`src/rtl/fragment_collector_if.sv`:
```
// Fragment-in / word-out handshake bundle for fragment_collector.
// master = producer/consumer side, slave = the collector.
interface fragment_collector_if #(
  parameter int WIRE = 3,
  parameter int BUS  = 1
);
  logic                      in_valid;
  logic                      in_ready;
  logic [2**WIRE-1:0]        in_data;
  logic                      in_last;
  logic                      out_valid;
  logic                      out_ready;
  logic [2**(BUS+WIRE)-1:0]  out_data;
  logic [BUS:0]              out_fill;

  modport master (
    output in_valid, in_data, in_last,
    output out_ready,
    input  in_ready,
    input  out_valid, out_data, out_fill
  );

  modport slave (
    input  in_valid, in_data, in_last,
    input  out_ready,
    output in_ready,
    output out_valid, out_data, out_fill
  );
endinterface

```
`src/rtl/fragment_collector.sv`:
```
// Packs serial 2**WIRE-bit fragments into a 2**(BUS+WIRE)-bit word.
// Fragment 0 lands in the least significant slot.
module fragment_collector #(
  parameter int WIRE = 3,
  parameter int BUS  = 1
) (
  input logic                 clk,
  input logic                 rst_n,
  fragment_collector_if.slave bus
);
  localparam int N  = 2**BUS;
  localparam int FW = 2**WIRE;
  localparam int DW = 2**(BUS+WIRE);

  logic [BUS-1:0] idx_q;
  logic [DW-1:0]  asm_q;
  logic [DW-1:0]  data_q;
  logic [BUS:0]   fill_q;
  logic           valid_q;

  logic           in_ready;
  logic           accept;
  logic           complete;
  logic [DW-1:0]  word_d;
  logic [BUS:0]   fill_d;

  assign in_ready = rst_n & (~valid_q | bus.out_ready);
  assign accept   = bus.in_valid & in_ready;
  assign complete = (idx_q == BUS'(N-1)) | bus.in_last;
  assign fill_d   = {1'b0, idx_q} + {{BUS{1'b0}}, 1'b1};

  // Slots above idx are forced to zero so an early close is clean.
  always_comb begin
    word_d = '0;
    for (int k = 0; k < N; k++) begin
      if (k < int'(idx_q))
        word_d[k*FW +: FW] = asm_q[k*FW +: FW];
      else if (k == int'(idx_q))
        word_d[k*FW +: FW] = bus.in_data;
    end
  end

  always_ff @(posedge clk) begin
    if (!rst_n) begin
      idx_q   <= '0;
      asm_q   <= '0;
      data_q  <= '0;
      fill_q  <= '0;
      valid_q <= 1'b0;
    end else begin
      if (valid_q && bus.out_ready)
        valid_q <= 1'b0;
      if (accept) begin
        if (complete) begin
          data_q  <= word_d;
          fill_q  <= fill_d;
          valid_q <= 1'b1;
          idx_q   <= '0;
          asm_q   <= '0;
        end else begin
          idx_q <= idx_q + 1'b1;
          asm_q <= word_d;
        end
      end
    end
  end

  assign bus.in_ready  = in_ready;
  assign bus.out_valid = valid_q;
  assign bus.out_data  = data_q;
  assign bus.out_fill  = fill_q;
endmodule

```
`src/flat_wrapper.sv`:
```
// flat-port wrapper written by rule: the top's interface ports become plain ports
module fragment_collector_flat 
#(
  parameter int WIRE = 3,
  parameter int BUS  = 1
)
  (clk, rst_n, bus_in_valid, bus_in_data, bus_in_last, bus_out_ready, bus_in_ready, bus_out_valid, bus_out_data, bus_out_fill);
  fragment_collector_if #(.WIRE(WIRE), .BUS(BUS)) bus_i ();
  input logic clk;
  input logic rst_n;
  input wire logic [$bits(bus_i.in_valid)-1:0] bus_in_valid;
  input wire logic [$bits(bus_i.in_data)-1:0] bus_in_data;
  input wire logic [$bits(bus_i.in_last)-1:0] bus_in_last;
  input wire logic [$bits(bus_i.out_ready)-1:0] bus_out_ready;
  output wire logic [$bits(bus_i.in_ready)-1:0] bus_in_ready;
  output wire logic [$bits(bus_i.out_valid)-1:0] bus_out_valid;
  output wire logic [$bits(bus_i.out_data)-1:0] bus_out_data;
  output wire logic [$bits(bus_i.out_fill)-1:0] bus_out_fill;
  assign bus_i.in_valid = bus_in_valid;
  assign bus_i.in_data = bus_in_data;
  assign bus_i.in_last = bus_in_last;
  assign bus_i.out_ready = bus_out_ready;
  assign bus_in_ready = bus_i.in_ready;
  assign bus_out_valid = bus_i.out_valid;
  assign bus_out_data = bus_i.out_data;
  assign bus_out_fill = bus_i.out_fill;
  fragment_collector #(.WIRE(WIRE), .BUS(BUS)) u_core (.clk(clk), .rst_n(rst_n), .bus(bus_i));
endmodule
```
`config.mk`:
```
export PLATFORM = sky130hd
export DESIGN_NAME = fragment_collector_flat
export DESIGN_NICKNAME = d
export VERILOG_FILES = /design/src/rtl/fragment_collector_if.sv /design/src/rtl/fragment_collector.sv /design/src/flat_wrapper.sv
export SDC_FILE = /design/constraint.sdc
export NUM_CORES = 1
export LEC_CHECK = 0
export ABC_AREA = 0
export CORE_MARGIN = 5
export CORE_UTILIZATION = 50
export DETAILED_ROUTE_END_ITERATION = 8
export PLACE_DENSITY = 0.83
export SYNTH_ARGS = -nofsm -noshare
export SYNTH_HDL_FRONTEND = slang
export SYNTH_SLANG_ARGS = --single-unit
```
`constraint.sdc`:
```
create_clock -name clk -period 3.25 [get_ports clk]
set_input_delay 0.4875 -clock clk [delete_from_list [all_inputs] [get_ports clk]]
set_output_delay 0.4875 -clock clk [all_outputs]
set_load 0.02 [all_outputs]
```
==> impl_metrics.tcl, run 1 <==
set metrics [dict create \
    drive_above_1_share_pct 5.195 \
    dp_hpwl_microns 1903 \
    hold_violations 0 \
    syn-cell-area_sq_um 1176 \
    crit_type "in -> out" \
    vias_per_cell 5.709 \
    grt_max_degree 21 \
    grt_util_all_layers_pct 16.98 \
    cts-root-buf "clkbuf_4" \
    end_kind "output port" \
    yosysTopAreaCell "dfxtp_1" \
    die_area_sq_um 3422 \
    cts_tree "yes" \
    cellPowerDensity_nw_per_um2 400.1 \
    hold_buffers 0 \
    synth_seq_cells 28 \
    cts_buffers 3 \
    worst_pin_slew_ns 0.7868 \
    postRouteAntennaNets 0 \
    irDropWorstVdd_mv 0.2815 \
    initial_core_util_pct 52.66 \
    rsz0062_at_grt "false" \
    status "complete, no violations" \
    postCtsSetupRepairBufs 0 \
    portBuffers 32 \
    fin_setup_tns_ns 0 \
    critical_path_peak_fanout 11 \
    coreArea_sq_um 2233 \
    cap_viol_max_count 0 \
    syn_inst 129 \
    cellLeakagePower_nw 0.4940 \
    drt_first_iter_violations 31 \
    cp_cell_sequence "clkdlybuf4s50_1, inv_1, nor2_1, clkdlybuf4s50_1" \
    max_stage_delay_ns 0.70 \
    ys_warn_count 0 \
    synth.yosys.seq_area_share_pct 47.66 \
    slowest_stage "clkdlybuf4s50_1" \
    gp_congestion 0.8478 \
    crit_family "buffers and inverters" \
    area_growth_syn_to_layout_pct 28.19 \
    cts_resized 0 \
    syn_nets 142 \
    cts.sinks 28 \
    worst_clock_skew_ns 0.001327 \
    fin_crit_sh_pct 83.29 \
    power_mw 0.6032 \
    nets 169 \
    diodes 0 \
    drt_pass1_iterations 4 \
    ctsHtreeMaxLevel 1 \
    cts_buffer_depth 2 \
    fin_cells 182 \
    overflow 0 \
    r2r_setup_slack_ns 1.51 \
    dp.cells 179 \
    drc 0 \
    arrival_ns 2.22 \
    antenna_found_initial 0 \
    routed_wl_microns 2664 \
    clk_latency_ns 0.31 \
    clk_pin_slew_ns 0.14 \
    crit_top_cell "clkdlybuf4s50_1" \
    yosys-top-cells-count "dfxtp_1, nand2_1, o21ai_0" \
    num-fill-cells 183 \
    routedWlPerCell_microns 14.64 \
    synthArstFlopShare_pct 0 \
    max_clock_freq_ghz 0.3694 \
    grt_pass1_wl_microns 4609 \
    slew_headroom_pct 47.38 \
    slew_viol_final 0 \
    hold_class "reg -> reg" \
    synthDominantCellAreaShare_pct 47.66 \
    synth_edf_count 0 \
    ys.flop_type "dfxtp_1" \
    syn_avg_cell_area_sq_um 9.117 \
    die_h_microns 58.50 \
    die_x_microns 58.50 \
    rows 17 \
    fin_util_pct 67.51 \
    vias 1039 \
    grt_pass1_vias 1044 \
    boundaryPins 33 \
    yosys.cell_count.top_type "dfxtp_1" \
    setup_viol 0 \
    post-route-min-period_ns 2.707 \
    synth.area.top_cells "dfxtp_1, mux2i_1, nand4_1" \
    synth.distinct_cells 20 \
    cp_num_buf_inv 3 \
    worst_ep_required_time_ns 2.76 \
    startpoint_type "input pin" \
]
-- worst register-to-register path: stages, from the launching register on --
cell	delay (ns)
dfxtp_1	0.33
buf_4	0.25
nor2_2	0.16
nor3_4	0.63
o21ai_0	0.22
-- registers in the layout (all words and copies together), names as in the netlist --
register,flops
u_core.bus.out_data,16
u_core.bus.out_valid,1
u_core.idx_q,1
u_core.asm_q,8
u_core.bus.out_fill,2
-- logic make-up after synthesis --
family	synth area share (%)
muxes	13.62
and+or+nand+nor	19.58
AOI/OAI and AO/OA	13.30
DFF	47.66
buffers and inverters	5.851
-- power breakdown --
| group | total [mW] | internal (mW) | switching, mW |
|---|---|---|---|
| Sequential | 0.363 | 0.357 | 0.00612 |
| Combinational | 0.103 | 0.0472 | 0.0559 |
| Clock | 0.137 | 0.0434 | 0.0941 |
-- metrics by stage --
step	cell area, sq um	hold WS [ns]	setup WS [ns]
after detailed placement	1485	0.4506	0.5591
after global placement	1485	0.4439	0.5929
after floorplan	1176	0.4493	1.560
final	1508	0.4666	0.5430
after global routing	1508	0.4959	0.4327
after CTS	1508	0.4689	0.5469
-- cells in the final DEF (no fill, tap or decap) --
master / count
clkbuf_4: 3
o21ai_0: 17
nor3_4: 1
nor2b_4: 1
nand2_1: 17
o21a_1: 1
nand2b_1: 1
mux2i_1: 16
a221oi_1: 1
nor2_1: 2
dfxtp_1: 28
nor2_2: 1
nand4_1: 16
nand3_1: 2
clkdlybuf4s50_1: 32
and2_1: 1
a21oi_1: 9
a32o_1: 1
inv_1: 2
buf_4: 2
-- final timing paths --
| check | from | end | depth (start not counted) |
|---|---|---|---|
| max | rst_n | bus_in_ready | 4 |
| min | u_core.bus.out_data[2] | u_core.bus.out_data[2] | 2 |
| max reg2reg | u_core.idx_q | u_core.bus.out_data[11] | 4 |
| min reg2reg | u_core.bus.out_data[2] | u_core.bus.out_data[2] | 2 |
-- final cells by class --
| cell class | instances | area [sq um] | share of cell area (%) |
|---|---|---|---|
| Sequential cell | 28 | 560.5 | 37.18 |
| Inverter | 2 | 7.507 | 0.4979 |
| Tap cell | 28 | 35.03 | 2.324 |
| Clock buffer | 3 | 22.52 | 1.494 |
| Timing Repair Buffer | 34 | 335.3 | 22.24 |
| Multi-Input combinational cell | 87 | 546.8 | 36.27 |
-- metal layers --
| layer | wire length [microns] | vias to the layer above | track usage [%] |
|---|---|---|---|
| met5 | 0 | - | 0 |
| met4 | 53 | 0 | 8.940 |
| met3 | 151 | 6 | 2.632 |
| met2 | 1318 | 42 | 28.07 |
| met1 | 1140 | 478 | 21.17 |
| li1 | - | 513 | - |
Power figures use the tool's default switching activity.
==> run 2, diff against run 1 <==
--- a/config.mk
+++ b/config.mk
@@ -7,9 +7,9 @@
 export LEC_CHECK = 0
 export ABC_AREA = 0
 export CORE_MARGIN = 5
-export CORE_UTILIZATION = 50
+export CORE_UTILIZATION = 42
 export DETAILED_ROUTE_END_ITERATION = 8
-export PLACE_DENSITY = 0.83
+export PLACE_DENSITY = 0.74
 export SYNTH_ARGS = -nofsm -noshare
 export SYNTH_HDL_FRONTEND = slang
 export SYNTH_SLANG_ARGS = --single-unit
==> constraint.sdc (replaced) <==
create_clock -name clk -period 2.45 [get_ports clk]
set_input_delay 0.3675 -clock clk [delete_from_list [all_inputs] [get_ports clk]]
set_output_delay 0.3675 -clock clk [all_outputs]
set_load 0.02 [all_outputs]
==> impl_metrics.tcl, run 2 (synthesis gave the netlist of run 1 again) <==
set metrics [dict create \
    nets 174 \
    use_met2_pct 23.21 \
    rows 19 \
    status "complete, no violations" \
    die_area_sq_um 3958 \
    dp_slack_ns 0.3181 \
    grt_pass1_wl_microns 4857 \
    rsz0062_at_grt "false" \
    drc 0 \
    grt_util_all_layers_pct 14.77 \
    postCtsSetupRepairBufs 0 \
    cts_buffer_depth 2 \
    cellPowerDensity_nw_per_um2 543.8 \
    drive_above_1_share_pct 8.750 \
    boundaryPins 33 \
    die_h_microns 62.92 \
    timing.hold.ws_ns 0.4626 \
    cts_tree "yes" \
    portBuffers 32 \
    worst_pin_slew_ns 0.4624 \
    fin_setup_tns_ns 0 \
    drt_first_iter_violations 24 \
    layout_commonest_cell "clkdlybuf4s50_1" \
    vias_per_cell 5.654 \
    end_kind "output port" \
    cts.sinks 28 \
    slew_viol_final 0 \
    register_area_sq_um 560.5 \
    crit_type "in -> out" \
    worst_clock_skew_ns 0.004593 \
    clk_pin_slew_ns 0.14 \
    cellLeakagePower_nw 0.5256 \
    overflow 0 \
    num-fill-cells 247 \
    startpoint_type "input pin" \
    ctsHtreeMaxLevel 1 \
    setup_viol 0 \
    die_x_microns 62.92 \
    postRouteAntennaNets 0 \
    post-route-min-period_ns 2.134 \
    routedWlPerCell_microns 14.27 \
    arrival_ns 1.77 \
    fin_cells 191 \
    gp_congestion 0.8356 \
    cts_resized 0 \
    dp_hpwl_microns 1974 \
    grt_max_degree 21 \
    grt_pass1_vias 1098 \
    diodes 0 \
    drt_pass1_iterations 4 \
    antenna_found_initial 0 \
    layout_setup_ws_ns 0.3157 \
    irDropWorstVdd_mv 0.3400 \
    cap_viol_max_count 0 \
    rr_startpoint "u_core.bus.out_valid" \
    cts-root-buf "clkbuf_4" \
    final_cell_mix "clkdlybuf4s50_1, dfxtp_1, nand2_1, o21ai_0" \
    worst_ep_required_time_ns 2.08 \
    multiInputGateArea_sq_um 546.8 \
    initial_core_util_pct 43.40 \
    routed_wl_microns 2725 \
    clk_latency_ns 0.33 \
    area_growth_syn_to_layout_pct 32.87 \
    critical_path_peak_fanout 11 \
    hold_violations 0 \
    dp.cells 187 \
    fin_crit_sh_pct 87.11 \
    grt-busiest-layer "met2" \
    hold_buffers 0 \
    use_met3_pct 2.878 \
    hp-start "u_core.bus.out_data[1]" \
    met1_usage_pct 18.83 \
    max_clock_freq_ghz 0.4685 \
    dpl_cell_area_sq_um 1526 \
    finalInstanceArea_sq_um 1563 \
    largest_reg_flops 16 \
    vias 1080 \
    hold_class "reg -> reg" \
    slew_headroom_pct 69.14 \
    cts_buffers 3 \
    crit_path_start "rst_n" \
    coreArea_sq_um 2710 \
]
[run 2: layout make-up]
type                       count  area share, %
tap                           31          2.482
clock buffer                   4          2.322
sequential                    28          35.87
multi-input combinational     87          34.99
timing repair buffer          39          23.86
inverter                       2         0.4804
[run 2: layer usage]
metal  vias to the layer above  routed length, microns  share of wire (%)
met5                         -                       0                  0
met4                         0                      64                2.3
met3                         7                     102                3.7
met2                        29                    1287                 47
met1                       519                    1270                 47
li1                        525                       -                  -
[run 2: final timing paths]
check / to / slack (ns) / cells past startpoint
worst min-delay path: u_core.bus.out_data[1] / 0.46 / 2
worst max-delay path: bus_in_ready / 0.32 / 4
worst max register to register: u_core.bus.out_data[6] / 1.08 / 4
worst min register to register: u_core.bus.out_data[1] / 0.46 / 2
[run 2: stage by stage]
step / utilization, % / power (mW)
6_report: 57.66 / 0.8498
5_1_grt: 57.66 / 0.8942
4_1_cts: 57.66 / 0.8584
3_5_place_dp: 56.33 / 0.6332
3_3_place_gp: 56.33 / 0.6301
2_1_floorplan: - / 0.5664
[run 2: worst max-delay path: stages]
cell	delay, ns
clkdlybuf4s50_1	0.47
inv_1	0.16
nor2_1	0.15
clkdlybuf4s50_1	0.61
[run 2: power by group]
part	switching [mW]	total, mW	internal [mW]	leakage, nW
combinational	0.0746	0.142	0.0670	0.277
sequential	0.00851	0.482	0.473	0.228
clock	0.135	0.227	0.0911	0.0210
total	0.219	0.850	0.631	0.526
==> run 3, diff against run 2 <==
--- a/config.mk
+++ b/config.mk
@@ -9,7 +9,7 @@
 export CORE_MARGIN = 5
 export CORE_UTILIZATION = 42
 export DETAILED_ROUTE_END_ITERATION = 8
-export PLACE_DENSITY = 0.74
+export PLACE_DENSITY = 0.76
 export SYNTH_ARGS = -nofsm -noshare
 export SYNTH_HDL_FRONTEND = slang
 export SYNTH_SLANG_ARGS = --single-unit
==> impl_metrics.tcl, run 3 (synthesis gave the netlist of run 1 again) <==
set metrics [dict create \
    grt_max_degree 21 \
    grt_pass1_wl_microns 4919 \
    drt_pass1_iterations 4 \
    fin_setup_tns_ns 0 \
    vias 1067 \
    die_h_microns 62.92 \
    postRouteAntennaNets 0 \
    rsz0062_at_grt "false" \
    crit_family "buffers and inverters" \
    initial_core_util_pct 43.40 \
    gp_congestion 0.7622 \
    intPower_mw 0.5971 \
    routed_wl_microns 2846 \
    slew_headroom_pct 67.86 \
    nets 174 \
    worst_pin_slew_ns 0.4815 \
    cellPowerDensity_nw_per_um2 521.9 \
    end_kind "output port" \
    crit_type "in -> out" \
    antenna_found_initial 0 \
    finalInstanceArea_sq_um 1549 \
    cp_cell_sequence "clkdlybuf4s50_1, inv_1, nor2_1, clkdlybuf4s50_1" \
    coreArea_sq_um 2710 \
    hold_violations 0 \
    area_growth_syn_to_layout_pct 31.70 \
    cts_buffers 3 \
    rows 19 \
    vias_per_cell 5.616 \
    seqPwrFrac_pct 59.6 \
    postCtsSetupRepairBufs 0 \
    p_clk_share_pct 22.8 \
    layout_commonest_cell "clkdlybuf4s50_1" \
    slowest_stage "clkdlybuf4s50_1" \
    diodes 0 \
    hold_class "reg -> reg" \
    drive_above_1_share_pct 8.176 \
    max_stage_delay_ns 0.61 \
    cellLeakagePower_nw 0.5193 \
    cts.sinks 28 \
    final_cell_mix "clkdlybuf4s50_1, dfxtp_1, nand2_1, o21ai_0" \
    irDropWorstVdd_mv 0.3487 \
    hold_buffers 0 \
    dp.cells 187 \
    drc 0 \
    largest_reg_flops 16 \
    critical_path_peak_fanout 11 \
    portBuffers 32 \
    status "complete, no violations" \
    cts_buffer_depth 2 \
    grt_pass1_vias 1147 \
    ctsHtreeMaxLevel 1 \
    worst_clock_skew_ns 0.01122 \
    dp_hpwl_microns 2035 \
    arrival_ns 1.78 \
    startpoint_type "input pin" \
    clk_pin_slew_ns 0.15 \
    cts_resized 0 \
    die_area_sq_um 3958 \
    crit_top_cell "clkdlybuf4s50_1" \
    clk_latency_ns 0.32 \
    worst_ep_required_time_ns 2.08 \
    cap_viol_max_count 0 \
    max_clock_freq_ghz 0.4664 \
    overflow 0 \
    setup_viol 0 \
    p_sw_mw 0.2114 \
    num-fill-cells 262 \
    cts_tree "yes" \
    dpl_cell_area_sq_um 1526 \
    boundaryPins 33 \
    die_x_microns 62.92 \
    p_comb_share_pct 17.5 \
    fin_cells 190 \
    post-route-min-period_ns 2.144 \
    cp_num_buf_inv 3 \
    fin_crit_sh_pct 87.52 \
    routedWlPerCell_microns 14.98 \
    switching_share_pct 26.15 \
    drt_first_iter_violations 30 \
    slew_viol_final 0 \
    grt_util_all_layers_pct 14.88 \
    cts-root-buf "clkbuf_4" \
]
==> run 3: cell types whose count changed in the layout (fill, tap and decap cells not counted) <==
cell / delta
clkbuf_8: -1
==> run 3: worst paths after layout <==
kind                               start                     end  slack [ns]  depth (start not counted)
hold / removal    u_core.bus.out_data[1]  u_core.bus.out_data[1]        0.47                          2
hold reg to reg   u_core.bus.out_data[1]  u_core.bus.out_data[1]        0.47                          2
setup reg to reg    u_core.bus.out_valid  u_core.bus.out_data[2]        1.12                          5
setup / recovery                   rst_n            bus_in_ready        0.31                          4
==> run 3: worst register-to-register path, stage by stage, from the launching register on <==
cell     delay (ns)
dfxtp_1        0.36
nor2b_4        0.13
buf_4          0.17
nor3_4         0.20
buf_4          0.21
mux2i_1        0.19
==> run 3: area by class of cell <==
cell class / count / area, sq um / share of cell area (%)
Tap cell: 31 / 38.79 / 2.504
Sequential cell: 28 / 560.5 / 36.19
Clock buffer: 3 / 22.52 / 1.454
Inverter: 2 / 7.507 / 0.4847
Timing Repair Buffer: 39 / 372.9 / 24.07
Multi-Input combinational cell: 87 / 546.8 / 35.30
==> run 3: power groups by stage <==
stage	sequential (mW)	clock [mW]	combinational (mW)
finish	0.482	0.185	0.142
global route	0.485	0.207	0.152
CTS	0.482	0.190	0.142
detailed placement	0.492	0	0.142
global placement	0.491	0	0.139
floorplan	0.507	0	0.0595
==> run 3: stage by stage <==
step / hold slack [ns] / setup slack, ns / utilization, % / power, mW
final: 0.4686 / 0.3057 / 57.16 / 0.8085
after global routing: 0.4956 / 0.2369 / 57.16 / 0.8442
after CTS: 0.4721 / 0.2977 / 57.16 / 0.8150
after detailed placement: 0.4532 / 0.3098 / 56.33 / 0.6338
after global placement: 0.4434 / 0.3431 / 56.33 / 0.6295
after floorplan: 0.4493 / 0.9996 / - / 0.5664
==> run 3: per-layer routing <==
metal / track usage, % / wire (microns)
met5: 0 / 0
met4: 7.162 / 38
met3: 3.957 / 141
met2: 24.87 / 1426
met1: 17.36 / 1240
